### config.mk
export PLATFORM = sky130hd
export DESIGN_NAME = branch_predictor_bht
export DESIGN_NICKNAME = d
export VERILOG_FILES = /design/src/rtl/branch_predictor_bht.sv
export SDC_FILE = /design/constraint.sdc
export NUM_CORES = 1
export LEC_CHECK = 0
export CAP_MARGIN = 20
export CORE_MARGIN = 1
export CORE_UTILIZATION = 50
export DETAILED_ROUTE_END_ITERATION = 8
export PLACE_DENSITY = 0.69
export SLEW_MARGIN = 20
export SYNTH_ARGS = -nofsm -noshare
export SYNTH_HDL_FRONTEND = slang
export SYNTH_SLANG_ARGS = --single-unit
### constraint.sdc
create_clock -name clk -period 17 [get_ports clk]
set_input_delay 3.4 -clock clk [delete_from_list [all_inputs] [get_ports clk]]
set_output_delay 3.4 -clock clk [all_outputs]
set_load 0.01 [all_outputs]
### src/rtl/branch_predictor_bht.sv
// rtl/branch_predictor_bht.sv - direct-mapped 2-bit branch history table for LC-3b BR instructions
//
// Ports:
//   clk, rst                 clock and asynchronous active-high reset
//   ir, pc                   fetched instruction word and its incremented PC
//   sel_branch_predict       redirect fetch to branch_target
//   branch_target            pc + (sext(ir[8:0]) << 1)
//   resolve_valid            a conditional BR resolved this cycle
//   resolve_pc               incremented PC of the resolved branch
//   resolve_taken            actual outcome of the resolved branch
//   resolve_mispredict       the earlier prediction for that branch was wrong
//   stat_lookups             saturating count of table lookups
//   stat_mispredicts         saturating count of reported mispredictions

module branch_predictor_bht #(
    parameter int INDEX_BITS     = 4,
    parameter bit STATIC_ON_MISS = 1'b1
) (
    input  logic        clk,
    input  logic        rst,
    input  logic [15:0] ir,
    input  logic [15:0] pc,
    output logic        sel_branch_predict,
    output logic [15:0] branch_target,
    input  logic        resolve_valid,
    input  logic [15:0] resolve_pc,
    input  logic        resolve_taken,
    input  logic        resolve_mispredict,
    output logic [15:0] stat_lookups,
    output logic [15:0] stat_mispredicts
);

    localparam int         ENTRIES  = 1 << INDEX_BITS;
    localparam int         TAG_BITS = 15 - INDEX_BITS;
    localparam logic [3:0] OP_BR    = 4'b0000;

    logic                valid_q [ENTRIES];
    logic [TAG_BITS-1:0] tag_q   [ENTRIES];
    logic [1:0]          ctr_q   [ENTRIES];

    // pc[0] is always zero for word-aligned instructions and takes no part in indexing.
    logic unused_bits;
    assign unused_bits = ^{pc[0], resolve_pc[0]};

    // Fetch-side lookup
    logic [INDEX_BITS-1:0] look_idx;
    logic [TAG_BITS-1:0]   look_tag;
    logic                  is_br;
    logic [2:0]            nzp;
    logic                  lookup_en;
    logic                  look_hit;

    assign look_idx  = pc[INDEX_BITS:1];
    assign look_tag  = pc[15:INDEX_BITS+1];
    assign is_br     = (ir[15:12] == OP_BR);
    assign nzp       = ir[11:9];
    // Never-taken and unconditional branches are decided statically and do not count as lookups.
    assign lookup_en = is_br && (nzp != 3'b000) && (nzp != 3'b111);
    assign look_hit  = valid_q[look_idx] && (tag_q[look_idx] == look_tag);

    assign branch_target = pc + {{6{ir[8]}}, ir[8:0], 1'b0};

    always_comb begin
        sel_branch_predict = 1'b0;
        if (is_br) begin
            if (nzp == 3'b111) begin
                sel_branch_predict = 1'b1;
            end else if (lookup_en) begin
                sel_branch_predict = look_hit ? ctr_q[look_idx][1] : STATIC_ON_MISS;
            end
        end
    end

    // Resolve-side update
    logic [INDEX_BITS-1:0] res_idx;
    logic [TAG_BITS-1:0]   res_tag;
    logic                  res_hit;
    logic [1:0]            res_ctr;
    logic [1:0]            res_ctr_next;

    assign res_idx = resolve_pc[INDEX_BITS:1];
    assign res_tag = resolve_pc[15:INDEX_BITS+1];
    assign res_hit = valid_q[res_idx] && (tag_q[res_idx] == res_tag);
    assign res_ctr = ctr_q[res_idx];

    always_comb begin
        res_ctr_next = res_ctr;
        if (!res_hit) begin
            // Fresh allocation starts in the weak state matching the observed outcome.
            res_ctr_next = resolve_taken ? 2'b10 : 2'b01;
        end else if (resolve_taken) begin
            if (res_ctr != 2'b11) res_ctr_next = res_ctr + 2'b01;
        end else begin
            if (res_ctr != 2'b00) res_ctr_next = res_ctr - 2'b01;
        end
    end

    // The table is read combinationally from the registered state, so a same-cycle
    // lookup of an index being updated sees the pre-update entry.
    always_ff @(posedge clk or posedge rst) begin
        if (rst) begin
            for (int i = 0; i < ENTRIES; i++) begin
                valid_q[i] <= 1'b0;
                tag_q[i]   <= '0;
                ctr_q[i]   <= 2'b01;
            end
        end else if (resolve_valid) begin
            valid_q[res_idx] <= 1'b1;
            tag_q[res_idx]   <= res_tag;
            ctr_q[res_idx]   <= res_ctr_next;
        end
    end

    always_ff @(posedge clk or posedge rst) begin
        if (rst) begin
            stat_lookups     <= '0;
            stat_mispredicts <= '0;
        end else begin
            if (lookup_en && (stat_lookups != 16'hFFFF)) begin
                stat_lookups <= stat_lookups + 16'd1;
            end
            if (resolve_valid && resolve_mispredict && (stat_mispredicts != 16'hFFFF)) begin
                stat_mispredicts <= stat_mispredicts + 16'd1;
            end
        end
    end

endmodule

---- Word level (Yosys, flattened, before mapping) ----
Index checks and enable logic that the tools add are counted.
word-level totals
  bits in registers ....................... 256
  input bits .............................. 53
  logic and storage cells ................. 114
operators by class
  add/subtract/negate cells ............... 5
  order comparisons ....................... 3
  eq/ne operators ......................... 7
  multiplexer cells ....................... 35
  bitwise gates (word level) .............. 3
  reduce and logical (&&, ||, !) cells .... 11
operators with widths
  cell                     count
  $bwmux W176              1
  $bmux W11 S4             2
  $mux W11                 5
  $demux W11 S4            1
  $add A16 B1 Y16 const B  2
  $bwmux W32               1
  $ne A16 B16 Y1 const B   2
  $eq A11 B11 Y1           2
  $mux W2                  10
  $add A16 B16 Y16         1
  $bmux W2 S4              2
  $or A16 B16 Y16          1
  $ge A5 B5 Y1 const B     2
  $not A4 Y5               2
  $mux W1                  9
  $bmux W1 S4              2
  $demux W2 S4             1
  $logic_and A1 B1 Y1      8
  $lt A5 B1 Y1 const B     1
  $demux W1 S4             1
  $logic_not A4 Y1         1
  $eq A3 B3 Y1 const B     1
  $ne A3 B3 Y1 const B     1
  $reduce_bool A3 Y1       1
  other kinds (4)          4

---- Logic depth before layout (Yosys ltp) ----
  depth after elaboration ................. 10
  mapped depth ............................ 14

---- Worst setup path after synthesis ----
No wires, ideal clock.
  path kind ............................... input-to-output
  start point ............................. in pc[1]
  end point ............................... out sel_branch_predict
  arrival ................................. 5.939 ns
  data required time ...................... 13.600 ns
  path slack .............................. 7.661 ns
  cell stages on the path ................. 8
  buffers on the path ..................... 2
  path through ............................ clkbuf_1 -> buf_1 -> mux4_2 -> mux4_2 -> xor2_1 -> nor2_1 -> nand4_1 -> o31a_1
between the ends
  cells in the longest elaborated chain, start to end .. 10
  elaborated cells between the ends (all ways) .. 16
ends and longest elaborated chain
  what                                          RTL line  source
  from (decl)                                   22        input logic [15:0] pc,
  $not A4 Y5 (implied by the code) (*)          59, 69
  $bmux W11 S4                                  59        assign look_hit = valid_q[look_idx] && (tag_q[look_idx] == look_tag);
  $mux W11 (implied by the code) (2 in series)  59
  $eq A11 B11 Y1                                59
  $logic_and A1 B1 Y1                           59
  $mux W1 (*)                                   69        sel_branch_predict = look_hit ? ctr_q[look_idx][1] : STATIC_ON_MISS;
  $mux W1 (*)                                   68        end else if (lookup_en) begin
  $mux W1 (*)                                   66        if (nzp == 3'b111) begin
  $mux W1 (*)                                   65        if (is_br) begin
  to (decl)                                     23        output logic sel_branch_predict,
Every way passes the cells marked *; elsewhere a longest branch is shown, timed or not. The select of a mux whose other input is x is not followed.

---- Worst setup path after layout ----
  start point ............................. in pc[4]
  end point ............................... out branch_target[14]
between the ends
  cells in the longest elaborated chain, start to end .. 1
ends and longest elaborated chain
  what              RTL line  source
  $add A16 B16 Y16  61        assign branch_target = pc + {{6{ir[8]}}, ir[8:0], 1'b0};
  to (decl)         24        output logic [15:0] branch_target,
No other way between the ends.

==> impl.org <==
** Floorplanning
- The die is around 170 um tall.
- In this run the core area contains 62 standard-cell rows.
- Die outline area :: around 0.030 mm^2
- Starting density of the core :: 0.512
- From left edge to right edge, the die measures between 150 and 200 um.
- The core region is about 0.029 mm^2.
- 102 I/O pins were placed.

** Route
- For this block, the via count after detailed routing is about 11000.
- The first routing iteration left 940 violations.
- For this block, the routed nets add up to a little over 40000 um of wire.
- Dividing the detail-routed via count by the number of cells gives approximately 6.3.
- After detailed routing, the average wire length per cell comes to 23.3 um.
- Routed Antenna Nets :: 0
- DRC violation count after routing :: 0
- Before antenna repair, the detailed router went through 5 iterations.

** CTS
- CTS built an H-tree with a depth of 1.
- Post-CTS repair changed the size of 0 cells.
- TritonCTS built the clock tree.
- Number of post-CTS setup repair buffers :: 0
- Number of buffers created by CTS :: 28
- CTS Root Buffer Type :: clkbuf_16
- After clock tree synthesis, the clock-pin slew on the worst setup and hold paths is 0.06 ns.
- For this design, the CTS-stage hold fixing added 0 buffers.
- Bufs on Longest Clock Path :: 3
- Insertion delay to the later sink of the worst-skew pair :: ~0.56 ns
- Clock tree sinks :: around 260

** Timing
- Clock Skews :: 0.0174 ns
- Dividing the final minimum period by the clock period gives 0.615.
- For the final routed database, the setup TNS stands at 0 ns.
- RSZ-0062 raised after global routing :: false
- Setup violations remaining at the end of the flow were counted as 0.
- Final critical path time including I/O delays and setup :: 10.46 ns
- Based on the critical path, the design can be clocked at up to about 96 MHz.
- Number of hold violations in the final report :: 0
- Slew at the pin closest to its max-slew limit :: around 1.1 ns
- The worst pin sits at a relative slew slack of 0.233.
- The number of slew-limit violations in the final report came to 0.
- Hold WS :: just under 0.5 ns

** Global route
- Gr usage total :: 0.275
- The number of global-route vias before repair was approximately 11000.
- Entering global routing, the biggest net connects roughly 130 pins.
- The number of antenna violations at the first check in global routing is 0.
- For this run the aggregate overflow at the end of global routing stands at 0.
- The first global-routing pass estimated around 64000 um of wire.

** Placed design
- At the end of routability-driven placement, the weighted congestion stood at 0.821.
- Dpl cells :: around 1700
- After legalization and detailed placement, the total HPWL measured 25600 um.
- Standard cell area after detailed placement :: around 0.016 mm^2
- In this run the tool buffered the top-level ports with 98 buffer cells.

** Yosys
- The cell area that synthesis handed to floorplanning was between 0.01 and 0.015 mm^2.
- The synthesized design contains between 200 and 300 register bits.
- Number of library cell types mapped by synthesis :: slightly below 70
- Number of synthesized flops with an enable pin :: 0
- In the synthesized netlist the dominant register cell turns out to be dfrtp_1.
- Of the post-synthesis cell area, the dominant cell type holds 0.405.
- Net count after synthesis :: ~1400
- The synthesized design spends more area on one cell type than any other, namely dfrtp_1.
- Post-Syn Instances :: between 1000 and 1500
- For this run, the register share of the synthesized area comes to 0.434.
- Counting flops with an async set or reset pin after synthesis yields a share of 1.00.
- Each instance of the synthesized netlist takes up on average ~11 um^2.
- The Yosys step of the flow raised 0 warnings.
- After synthesis, the cell types taking the most area are dfrtp_1, mux4_2, mux2_2, nand2_1, dfstp_2.

** Critical path
- CP max-delay cell :: clkdlybuf4s50_1
- Critical path class :: input pin to primary output
- Crit path largest cell delay :: 1.01 ns
- By instance count, the cell type seen most on the critical path is clkdlybuf4s50_1.
- Maximum fanout along the worst path :: 14
- Data on the critical path is required at its endpoint by approximately 14 ns.
- Traced cell by cell, the critical path runs through clkdlybuf4s50_1 > ha_1 > inv_1 > o21bai_1 > a31oi_1 > o211a_1 > o41ai_1 > a21o_1 > xor2_1 > clkdlybuf4s50_1.
- The worst setup path is captured at a primary output.
- STA puts the critical path data arrival time at 7.06 ns.
- Worst Setup Start Kind :: input pin

** Power
- The share of total power dissipated in sequential elements is 0.433.
- Internal power :: approximately 1.4 mW
- Part of the total power dissipated in the clock network :: 0.310
- For this design the static power due to leakage is just over 7 nW.
- Across the VDD grid, the largest voltage drop is 0.0826 mV.
- The analysis attributes to net switching a power of 585 uW.
- Fraction of power consumed by combinational cells :: 0.256
- Dividing total power by cell area gives a power density of between 100 and 150 mW/mm^2.
- Of the total power, the share spent switching nets is 0.300.

** Status
- Outcome :: finished, final reports clean

** Final layout
- After routing the design area is roughly 0.017 mm^2.
- Final Net Count :: roughly 1400
- The repair_antennas step left the layout with diodes totalling 0.
- The area growth from synthesis to layout is 14.2%.
- The filler cells instantiated in the layout total about 2400.
- Layout cell share with drive strength beyond 1 :: 0.249
- Non-filler cells in the finished layout :: between 1500 and 2000

** Run
- MaxCap Viol Count :: 0

** Worst hold path
- Path class of the lowest-slack min-delay path :: flip-flop to flip-flop
worst max-delay path: cells and delay by family:
family	cells	cell delay, ns
AO/OA/AOI/OAI	5	1.24
XOR/XNOR	1	0.14
adder cells (fa/ha/maj)	1	0.65
buffers and inverters	3	1.62
metal layers:
metal,track usage,up-vias,part of all wire
li1,-,4849,-
met1,0.391,5599,0.42
met2,0.428,497,0.46
met3,0.0444,83,0.082
met4,0.0965,0,0.033
met5,0,-,0
cells by family (layout without fill, tap and decap cells):
| kind of cell | Yosys count | count (layout) | share of synthesized area |
|---|---|---|---|
| buffers and inverters | 134 | 204 | 0.0401 |
| muxes | 251 | 251 | 0.265 |
| xor gates and xnor gates | 69 | 69 | 0.0408 |
| adders and majority gates | 17 | 17 | 0.0149 |
| AOI/OAI and AO/OA | 187 | 187 | 0.0866 |
| DFF | 256 | 256 | 0.434 |
| and+or+nand+nor | 383 | 383 | 0.119 |
state kept, by name, summed over array words and instances, names as in the netlist:
name	count
ctr_q	32
stat_lookups	16
stat_mispredicts	16
tag_q	176
valid_q	16
power by group through the flow:
stage | registers, mW | logic, mW | clock network [mW]
final | 0.845 | 0.500 | 0.605
after global routing | 0.864 | 0.542 | 0.637
after CTS | 0.843 | 0.500 | 0.613
after detailed placement | 0.853 | 0.497 | 0
after global placement | 0.844 | 0.486 | 0
after floorplan | 0.827 | 0.361 | 0
cell type report:
cell class | instances | area [um^2] | area share
Multi-Input combinational cell | 907 | 7830 | 0.463
Tap cell | 384 | 480 | 0.0284
Clock inverter | 15 | 148 | 0.00873
Sequential cell | 256 | 6430 | 0.380
Inverter | 28 | 113 | 0.00665
Clock buffer | 37 | 764 | 0.0452
Timing Repair Buffer | 124 | 1160 | 0.0685
final timing paths:
path	cells after the start	slack, ns	from	end
setup / recovery	10	6.54	pc[4]	branch_target[14]
hold / removal	2	0.48	valid_q[15]	valid_q[15]
setup reg to reg	9	13.82	tag_q[97]	ctr_q[6]
hold reg to reg	2	0.48	valid_q[15]	valid_q[15]
max in group asynchronous	3	11.90	rst	tag_q[59]
min in group asynchronous	2	3.42	rst	ctr_q[3]
synth_stat cells (4+ instances only):
library cell	n
o21ai_0	52
nor2b_1	4
clkbuf_1	73
xor2_1	27
nand3_1	27
or3_1	10
and3_1	12
mux4_2	101
inv_1	26
nand2_1	198
dfrtp_1	240
o2bb2ai_1	16
buf_2	10
or2_2	9
a31oi_1	22
nand2b_1	11
a22o_1	6
nor3b_1	5
nor3_1	23
buf_1	10
nor4_1	13
a21oi_1	18
a22oi_1	8
ha_1	16
mux2i_1	28
xnor2_1	42
buf_4	5
buf_6	8
nand4_1	6
mux2_2	121
a21o_1	5
o211ai_1	19
o32ai_1	5
dfstp_2	16
o211a_1	9
and4_1	4
nor2_1	49
cells in the final DEF, fill, tap and decap left out, types with 8 or more instances in the layout:
| cell type | Yosys | final |
|---|---|---|
| nand2_1 | 198 | 198 |
| ha_1 | 16 | 16 |
| clkbuf_16 | 0 | 28 |
| dfstp_2 | 16 | 16 |
| o2bb2ai_1 | 16 | 16 |
| o21ai_0 | 52 | 52 |
| a31oi_1 | 22 | 22 |
| nand3_1 | 27 | 27 |
| nor2_1 | 49 | 40 |
| mux2_2 | 121 | 121 |
| xnor2_1 | 42 | 42 |
| buf_4 | 5 | 27 |
| o211a_1 | 9 | 9 |
| clkdlybuf4s50_1 | 0 | 93 |
| clkinv_2 | 0 | 8 |
| mux2i_1 | 28 | 28 |
| inv_1 | 26 | 25 |
| mux4_2 | 101 | 101 |
| and3_1 | 12 | 12 |
| nand2b_1 | 11 | 11 |
| or3_1 | 10 | 10 |
| dfrtp_1 | 240 | 240 |
| xor2_1 | 27 | 27 |
| a22oi_1 | 8 | 8 |
| nor2_2 | 0 | 9 |
| o211ai_1 | 19 | 19 |
| a21oi_1 | 18 | 18 |
| nor4_1 | 13 | 13 |
| or2_2 | 9 | 9 |
| nor3_1 | 23 | 22 |
per-stage QoR:
stage,util,worst slack [ns],power (mW)
finish,0.585,6.54,1.95
global route,0.585,6.44,2.04
CTS,0.584,6.59,1.96
detailed placement,0.553,6.61,1.35
global placement,0.553,6.59,1.33
floorplan,-,6.58,1.19
Power figures use the tool's default switching activity.
